[src/rtl/mem_stage_pkg.sv]
// Shared definitions for the memory-access stage: request-code bit positions,
// length codes, the stage state enum and the length-to-last-byte helper.
package mem_stage_pkg;

    localparam int EN_BIT  = 4;
    localparam int LEN_MSB = 3;
    localparam int LEN_LSB = 2;
    localparam int WR_BIT  = 1;
    localparam int ZX_BIT  = 0;

    localparam logic [1:0] LEN_B = 2'd0;
    localparam logic [1:0] LEN_H = 2'd1;
    localparam logic [1:0] LEN_W = 2'd3;

    typedef enum logic [1:0] {
        IDLE = 2'd0,
        ACC  = 2'd1,
        WAIT = 2'd2
    } state_e;

    // Index of the final byte of an access; the reserved code 2 behaves as a word.
    function automatic logic [1:0] last_idx(input logic [1:0] len);
        case (len)
            LEN_B:   return 2'd0;
            LEN_H:   return 2'd1;
            default: return 2'd3;
        endcase
    endfunction

endpackage

[src/rtl/mem_load_ext.sv]
// Load-data assembler: places the last received byte above the captured lanes
// and sign- or zero-extends the result according to the access length.
module mem_load_ext
    import mem_stage_pkg::*;
(
    input  logic [1:0]  len,
    input  logic        zx,
    input  logic [23:0] lanes,
    input  logic [7:0]  last_byte,
    output logic [31:0] data
);

    logic fill;

    // The last byte always carries the sign bit of the access.
    always_comb begin
        fill = ~zx & last_byte[7];
        data = 32'd0;
        case (len)
            LEN_B:   data = {{24{fill}}, last_byte};
            LEN_H:   data = {{16{fill}}, last_byte, lanes[7:0]};
            default: data = {last_byte, lanes};
        endcase
    end

endmodule

[src/rtl/mem_stage.sv]
// Memory-access stage: serialises requests into byte-wide RAM transactions and
// drives the registered write-back triple. Optional macro: MEM_ALIGN_CHECK_EN.
module mem_stage
    import mem_stage_pkg::*;
(
    input  logic        clk,
    input  logic        rst,
    input  logic [4:0]  ex_mem_e,
    input  logic [31:0] res,
    input  logic [31:0] ex_mem_n,
    input  logic [4:0]  wa,
    input  logic        we,
    output logic [4:0]  wa_o,
    output logic        we_o,
    output logic [31:0] wn_o,
    output logic        stall_o,
    output logic        err_o,
    output logic [31:0] ram_a,
    output logic        ram_wr,
    output logic [7:0]  ram_dout,
    input  logic [7:0]  ram_din
);

    state_e      state_q, state_d;
    logic [1:0]  idx_q, idx_d;
    logic [1:0]  len_q, len_d;
    logic [31:0] addr_q, addr_d;
    logic [31:0] data_q, data_d;
    logic        wr_q, wr_d;
    logic        zx_q, zx_d;
    logic [4:0]  wa_q, wa_d;
    logic        we_q, we_d;
    logic [23:0] lanes_q, lanes_d;
    logic [4:0]  wa_o_q, wa_o_d;
    logic        we_o_q, we_o_d;
    logic [31:0] wn_o_q, wn_o_d;
    logic        err_q, err_d;

    logic [1:0]  req_len;
    logic [31:0] load_data;
    logic        misaligned;

    assign req_len = ex_mem_e[LEN_MSB:LEN_LSB];

    mem_load_ext u_load_ext (
        .len       (len_q),
        .zx        (zx_q),
        .lanes     (lanes_q),
        .last_byte (ram_din),
        .data      (load_data)
    );

`ifdef MEM_ALIGN_CHECK_EN
    // Halves need an even address, words (including the reserved code) a multiple of four.
    always_comb begin
        case (req_len)
            LEN_B:   misaligned = 1'b0;
            LEN_H:   misaligned = res[0];
            default: misaligned = (res[1:0] != 2'd0);
        endcase
    end
`else
    assign misaligned = 1'b0;
`endif

    // Next-state and write-back logic.
    always_comb begin
        state_d = state_q;
        idx_d   = idx_q;
        len_d   = len_q;
        addr_d  = addr_q;
        data_d  = data_q;
        wr_d    = wr_q;
        zx_d    = zx_q;
        wa_d    = wa_q;
        we_d    = we_q;
        lanes_d = lanes_q;
        wa_o_d  = wa_o_q;
        we_o_d  = we_o_q;
        wn_o_d  = wn_o_q;
        err_d   = 1'b0;
        case (state_q)
            IDLE: begin
                if (ex_mem_e[EN_BIT]) begin
                    we_o_d = 1'b0;
                    if (misaligned) begin
                        wn_o_d = 32'd0;
                        err_d  = 1'b1;
                    end else begin
                        state_d = ACC;
                        idx_d   = 2'd0;
                        len_d   = req_len;
                        addr_d  = res;
                        data_d  = ex_mem_n;
                        wr_d    = ex_mem_e[WR_BIT];
                        zx_d    = ex_mem_e[ZX_BIT];
                        wa_d    = wa;
                        we_d    = we;
                    end
                end else begin
                    wa_o_d = wa;
                    we_o_d = we;
                    wn_o_d = res;
                end
            end
            ACC: begin
                // Read data lags the address by one cycle, so lane i-1 arrives at index i.
                if (!wr_q) begin
                    case (idx_q)
                        2'd1:    lanes_d[7:0]   = ram_din;
                        2'd2:    lanes_d[15:8]  = ram_din;
                        2'd3:    lanes_d[23:16] = ram_din;
                        default: lanes_d = lanes_q;
                    endcase
                end
                if (idx_q == last_idx(len_q)) begin
                    if (wr_q) begin
                        state_d = IDLE;
                        we_o_d  = 1'b0;
                        wn_o_d  = 32'd0;
                    end else begin
                        state_d = WAIT;
                    end
                end else begin
                    idx_d = idx_q + 2'd1;
                end
            end
            WAIT: begin
                wn_o_d  = load_data;
                wa_o_d  = wa_q;
                we_o_d  = we_q;
                state_d = IDLE;
            end
            default: begin
                state_d = IDLE;
            end
        endcase
    end

    // RAM port is only active while issuing bytes.
    always_comb begin
        ram_a    = 32'd0;
        ram_wr   = 1'b0;
        ram_dout = 8'd0;
        if (state_q == ACC) begin
            ram_a  = addr_q + {30'd0, idx_q};
            ram_wr = wr_q;
            if (wr_q) begin
                case (idx_q)
                    2'd0:    ram_dout = data_q[7:0];
                    2'd1:    ram_dout = data_q[15:8];
                    2'd2:    ram_dout = data_q[23:16];
                    default: ram_dout = data_q[31:24];
                endcase
            end else begin
                ram_dout = 8'd0;
            end
        end else begin
            ram_a = 32'd0;
        end
    end

    assign stall_o = (state_q != IDLE) | ex_mem_e[EN_BIT];
    assign wa_o    = wa_o_q;
    assign we_o    = we_o_q;
    assign wn_o    = wn_o_q;
    assign err_o   = err_q;

    // State and write-back registers with synchronous reset.
    always_ff @(posedge clk) begin
        if (rst) begin
            state_q <= IDLE;
            idx_q   <= 2'd0;
            len_q   <= 2'd0;
            addr_q  <= 32'd0;
            data_q  <= 32'd0;
            wr_q    <= 1'b0;
            zx_q    <= 1'b0;
            wa_q    <= 5'd0;
            we_q    <= 1'b0;
            lanes_q <= 24'd0;
            wa_o_q  <= 5'd0;
            we_o_q  <= 1'b0;
            wn_o_q  <= 32'd0;
            err_q   <= 1'b0;
        end else begin
            state_q <= state_d;
            idx_q   <= idx_d;
            len_q   <= len_d;
            addr_q  <= addr_d;
            data_q  <= data_d;
            wr_q    <= wr_d;
            zx_q    <= zx_d;
            wa_q    <= wa_d;
            we_q    <= we_d;
            lanes_q <= lanes_d;
            wa_o_q  <= wa_o_d;
            we_o_q  <= we_o_d;
            wn_o_q  <= wn_o_d;
            err_q   <= err_d;
        end
    end

endmodule

[config.mk]
export PLATFORM = sky130hd
export DESIGN_NAME = mem_stage
export DESIGN_NICKNAME = d
export VERILOG_FILES = /design/src/rtl/mem_stage_pkg.sv /design/src/rtl/mem_load_ext.sv /design/src/rtl/mem_stage.sv
export SDC_FILE = /design/constraint.sdc
export NUM_CORES = 1
export LEC_CHECK = 0
export ABC_AREA = 1
export BUFFER_PORTS_ARGS = -buffer_cell sky130_fd_sc_hd__buf_2
export CAP_MARGIN = 20
export CORE_ASPECT_RATIO = 1.25
export CORE_MARGIN = 2
export CORE_UTILIZATION = 25
export CTS_CLUSTER_SIZE = 20
export DETAILED_ROUTE_END_ITERATION = 10
export RECOVER_POWER = 50
export SKIP_LAST_GASP = 1
export SYNTH_ARGS = -nofsm -noshare
export SYNTH_HDL_FRONTEND = slang
export SYNTH_HIERARCHICAL = 1
export SYNTH_SLANG_ARGS = --single-unit
[constraint.sdc]
create_clock -name clk -period 4.2 [get_ports clk]
set_clock_uncertainty 0.05 [all_clocks]
set_input_delay 0.21 -clock clk [delete_from_list [all_inputs] [get_ports clk]]
set_output_delay 0.21 -clock clk [all_outputs]
set_load 0.03 [all_outputs]
==> metrics.md <==
| Metric | Value |
|---|---|
| Fraction of layout cells with a size suffix above 1 | `0.123` |
| Clock Path Buffers | `2` |
| Critical path required time | `4.50 ns` |
| Multi-input logic area | `4070 µm²` |
| CTS resizes | `0` |
| Final Hold Viols | `0` |
| Place WS | `1.40 ns` |
| Fin crit share | `0.730` |
| Initial DRC Count | `488` |
| Total GRT Usage | `0.165` |
| Top-level port count | `166` |
| Core Footprint | `30900 µm²` |
| Reg-to-Reg Start | `state_q[1]` |
| Vias in the first global route | `7674` |
| Setup ws final | `1.13 ns` |
| Yosys warnings | `6` |
| Post-DP HPWL | `21100 µm` |
| Delay-heaviest family, CP | `simple AND/OR/NAND/NOR gates` |
| Final min period | `3.07 ns` |
| Ys flop type | `dfxtp_1` |
| Cell leakage power | `4.38 nW` |
| CP max-delay cell | `nand3_2` |
| Setup TNS | `0 ns` |
| Buf+Inv Stages, Crit Path | `3` |
| Synth Register Bits | `140` |
| Via count | `8267` |
| Worst Hold Class | `in2reg` |
| Area Growth Syn to Fin | `22.2%` |
| Cell mode on critical path | `inv_1` |
| Logic gate share of total power | `0.274` |
| # port buffers | `164` |
| # Max-Cap Violations | `1` |
| Register area share after synthesis | `0.359` |
| Register area | `2800 µm²` |
| First-pass GRT wire length | `41700 µm` |
| Crit. Startpoint | `state_q[1]` |
| Clk network pwr share | `0.349` |
| Syn Inst Count | `1261` |
| Synth Area per Inst | `6.20 µm²` |
| Worst slew margin | `-0.177` |
| H-tree Lvls | `4` |
| Synth cell types | `32` |
| Sequential share of power | `0.377` |
| Crit path kind | `reg2reg` |
| Slew Limit Fails | `67` |
| Synth Net Count | `1358` |
| Max Freq | `326 MHz` |
| Cell count along the critical path | `9` |
| Post-DRT Antenna Nets | `0` |
| Clock-pin slew on the worst setup and hold paths | `0.06 ns` |
| Failing checks | `capacitance limit, slew limit` |
| WL/cell | `15.0 µm` |
| Final Cell Area | `9550 µm²` |
| Worst setup SP type | `flip-flop` |
| CTS Buf Count | `17` |
| Core Rows | `72` |
| Vias/cell | `4.54` |
| CP max stage delay | `0.59 ns` |
| Synth Cell Area | `7810 µm²` |
| Largest net degree at the start of global routing | `71` |
| CTS Sinks | `140` |
| Die height | `202 µm` |
| Gpl congestion | `0.921` |
| DP Area | `8810 µm²` |
| R2R Setup Slk | `1.13 ns` |
| CP endpoint | `wn_o[1]` |
| Worst vdd ir | `0.000280 V` |
| CTS tree | `yes` |
| Net Sw Frac | `0.366` |
| Slew @ Worst Pin | `1.77 ns` |
| # setup viols final | `0` |
| R2R Path End | `wn_o[1]` |
| PwrDens | `450 nW/µm²` |
| Crit. End Element | `flip-flop` |
| Final layout net count | `1492` |
| CP max FO | `35` |
| Internal power | `2.72 mW` |
| Root Buffer | `clkbuf_16` |
| Outcome | `complete, but fails checks` |
| Die Wd | `162 µm` |
| R2R depth | `9` |
| EDFF count, synth | `0` |
| Fraction of registers with async set/reset | `0` |
| Worst-skew pair later-pin latency | `0.42 ns` |
| Die footprint | `32700 µm²` |
| Crit-path cells | `inv_1, ha_1, inv_1, nor2_4, nor2_8, nand3_2, nand2_1, inv_1, nor2_1` |
| Psw | `1.57 mW` |
| Detailed-router iteration count before antenna repair | `6` |
| RSZ-0062 raised after global routing | `no` |
| Total wire length | `27400 µm` |
| Antenna violations before repair | `8` |
| Initial Utilization | `0.253` |
| DRC | `0` |
| Overflow after GRT | `0` |
| WP data arrival | `3.37 ns` |
| Fillers | `3473` |
## metrics by stage
step / hold slack (ns) / instances / util / power [mW]
floorplan: 0.303 / 1261 / - / 2.50
global route: 0.0175 / 1818 / 0.309 / 4.55
CTS: 0.000454 / 1815 / 0.311 / 4.36
global placement: 0.397 / 1763 / 0.285 / 2.82
detailed placement: 0.402 / 1763 / 0.285 / 2.84
finish: 0.00862 / 1819 / 0.309 / 4.30
## worst min-delay path, cell delays in order
cell and delay [ns]:
buf_2 0.09, o21ai_0 0.08, nor2_1 0.08
## layer usage
layer	GRT usage	up-vias	share of wire
li1	-	4251	-
met1	0.198	3747	0.43
met2	0.277	203	0.48
met3	0.0367	56	0.052
met4	0.0828	10	0.042
met5	0	-	0.0023
## kinds of logic (layout without fill, tap and decap cells)
| logic type | Yosys count | in the layout | synth area share |
|---|---|---|---|
| flops | 140 | 140 | 0.359 |
| buf+inv | 222 | 369 | 0.122 |
| xor+xnor | 6 | 6 | 0.00672 |
| compound gates | 204 | 204 | 0.133 |
| simple gates | 676 | 676 | 0.360 |
| other cells | 1 | 5 | 0.000480 |
| fa+ha+maj | 12 | 12 | 0.0202 |
## flip-flops by register name, indices dropped and copies added (netlist names)
register  flops
addr_q       32
data_q       32
wn_o         32
lanes_q      24
wa_o          5
wa_q          5
idx_q         2
len_q         2
state_q       2
we_o          1
we_q          1
wr_q          1
zx_q          1
## power by group through the flow
stage                     Sequential, mW  Combinational, mW  Clock, mW
after detailed placement            1.65               1.19          0
after floorplan                     1.75              0.748          0
after global placement              1.65               1.18          0
after global routing                1.64               1.33       1.59
after CTS                           1.62               1.21       1.54
final                               1.62               1.18       1.50
## worst min path at each step
stage                startpoint         end  slack, ns  cells past startpoint
global route        ex_mem_n[9]   data_q[9]       0.02                      3
floorplan               res[27]  addr_q[27]       0.30                      2
global placement           we_q        we_q       0.40                      2
CTS                 ex_mem_n[9]   data_q[9]     0.0005                      3
finish              ex_mem_n[9]   data_q[9]      0.009                      3
detailed placement   lanes_q[3]  lanes_q[3]       0.40                      2
## cell type report
cell class | count | share of cell area
clock inverters | 12 | 0.0145
flip-flops and latches | 140 | 0.294
well taps | 407 | 0.0533
repair buffers | 193 | 0.108
multi-input cells | 899 | 0.426
inverters | 144 | 0.0569
diodes | 4 | 0.00105
clock buffers | 20 | 0.0468
## Yosys cell counts, types with 4 or more instances
cell	count	area share
a21oi_1	81	0.052
dfxtp_1	140	0.36
buf_2	24	0.015
a31oi_1	8	0.0064
o21ai_0	112	0.072
nand3_1	86	0.055
nor3_1	4	0.0026
inv_1	139	0.067
ha_1	11	0.018
clkbuf_1	38	0.018
buf_4	5	0.0048
nand2_1	327	0.16
nand4_1	34	0.027
xor2_1	5	0.0056
nor2_1	214	0.10
buf_6	9	0.013
## cell usage in the layout, fill, tap and decap left out, drive strengths merged
cell type    instances
a21oi               81
o21a                 2
nand3b               1
buf                129
o21ai              113
a31oi                8
clkinv               4
xnor2                1
clkbuf              64
inv                146
nand4               34
nor3                 4
diode                4
dlygate4sd3         20
dfxtp              140
bufinv               2
nor2               220
fa                   1
ha                  11
nand3               87
nand2              330
clkinvlp             4
conb                 1
xor2                 5
## timing repair
item / in CTS / in global routing
hold buffers: 20 / 0
hold endpoints to repair: 20 / 0
buffers inserted: 0 / 0
No activity file was read; power rests on OpenSTA's default activity.
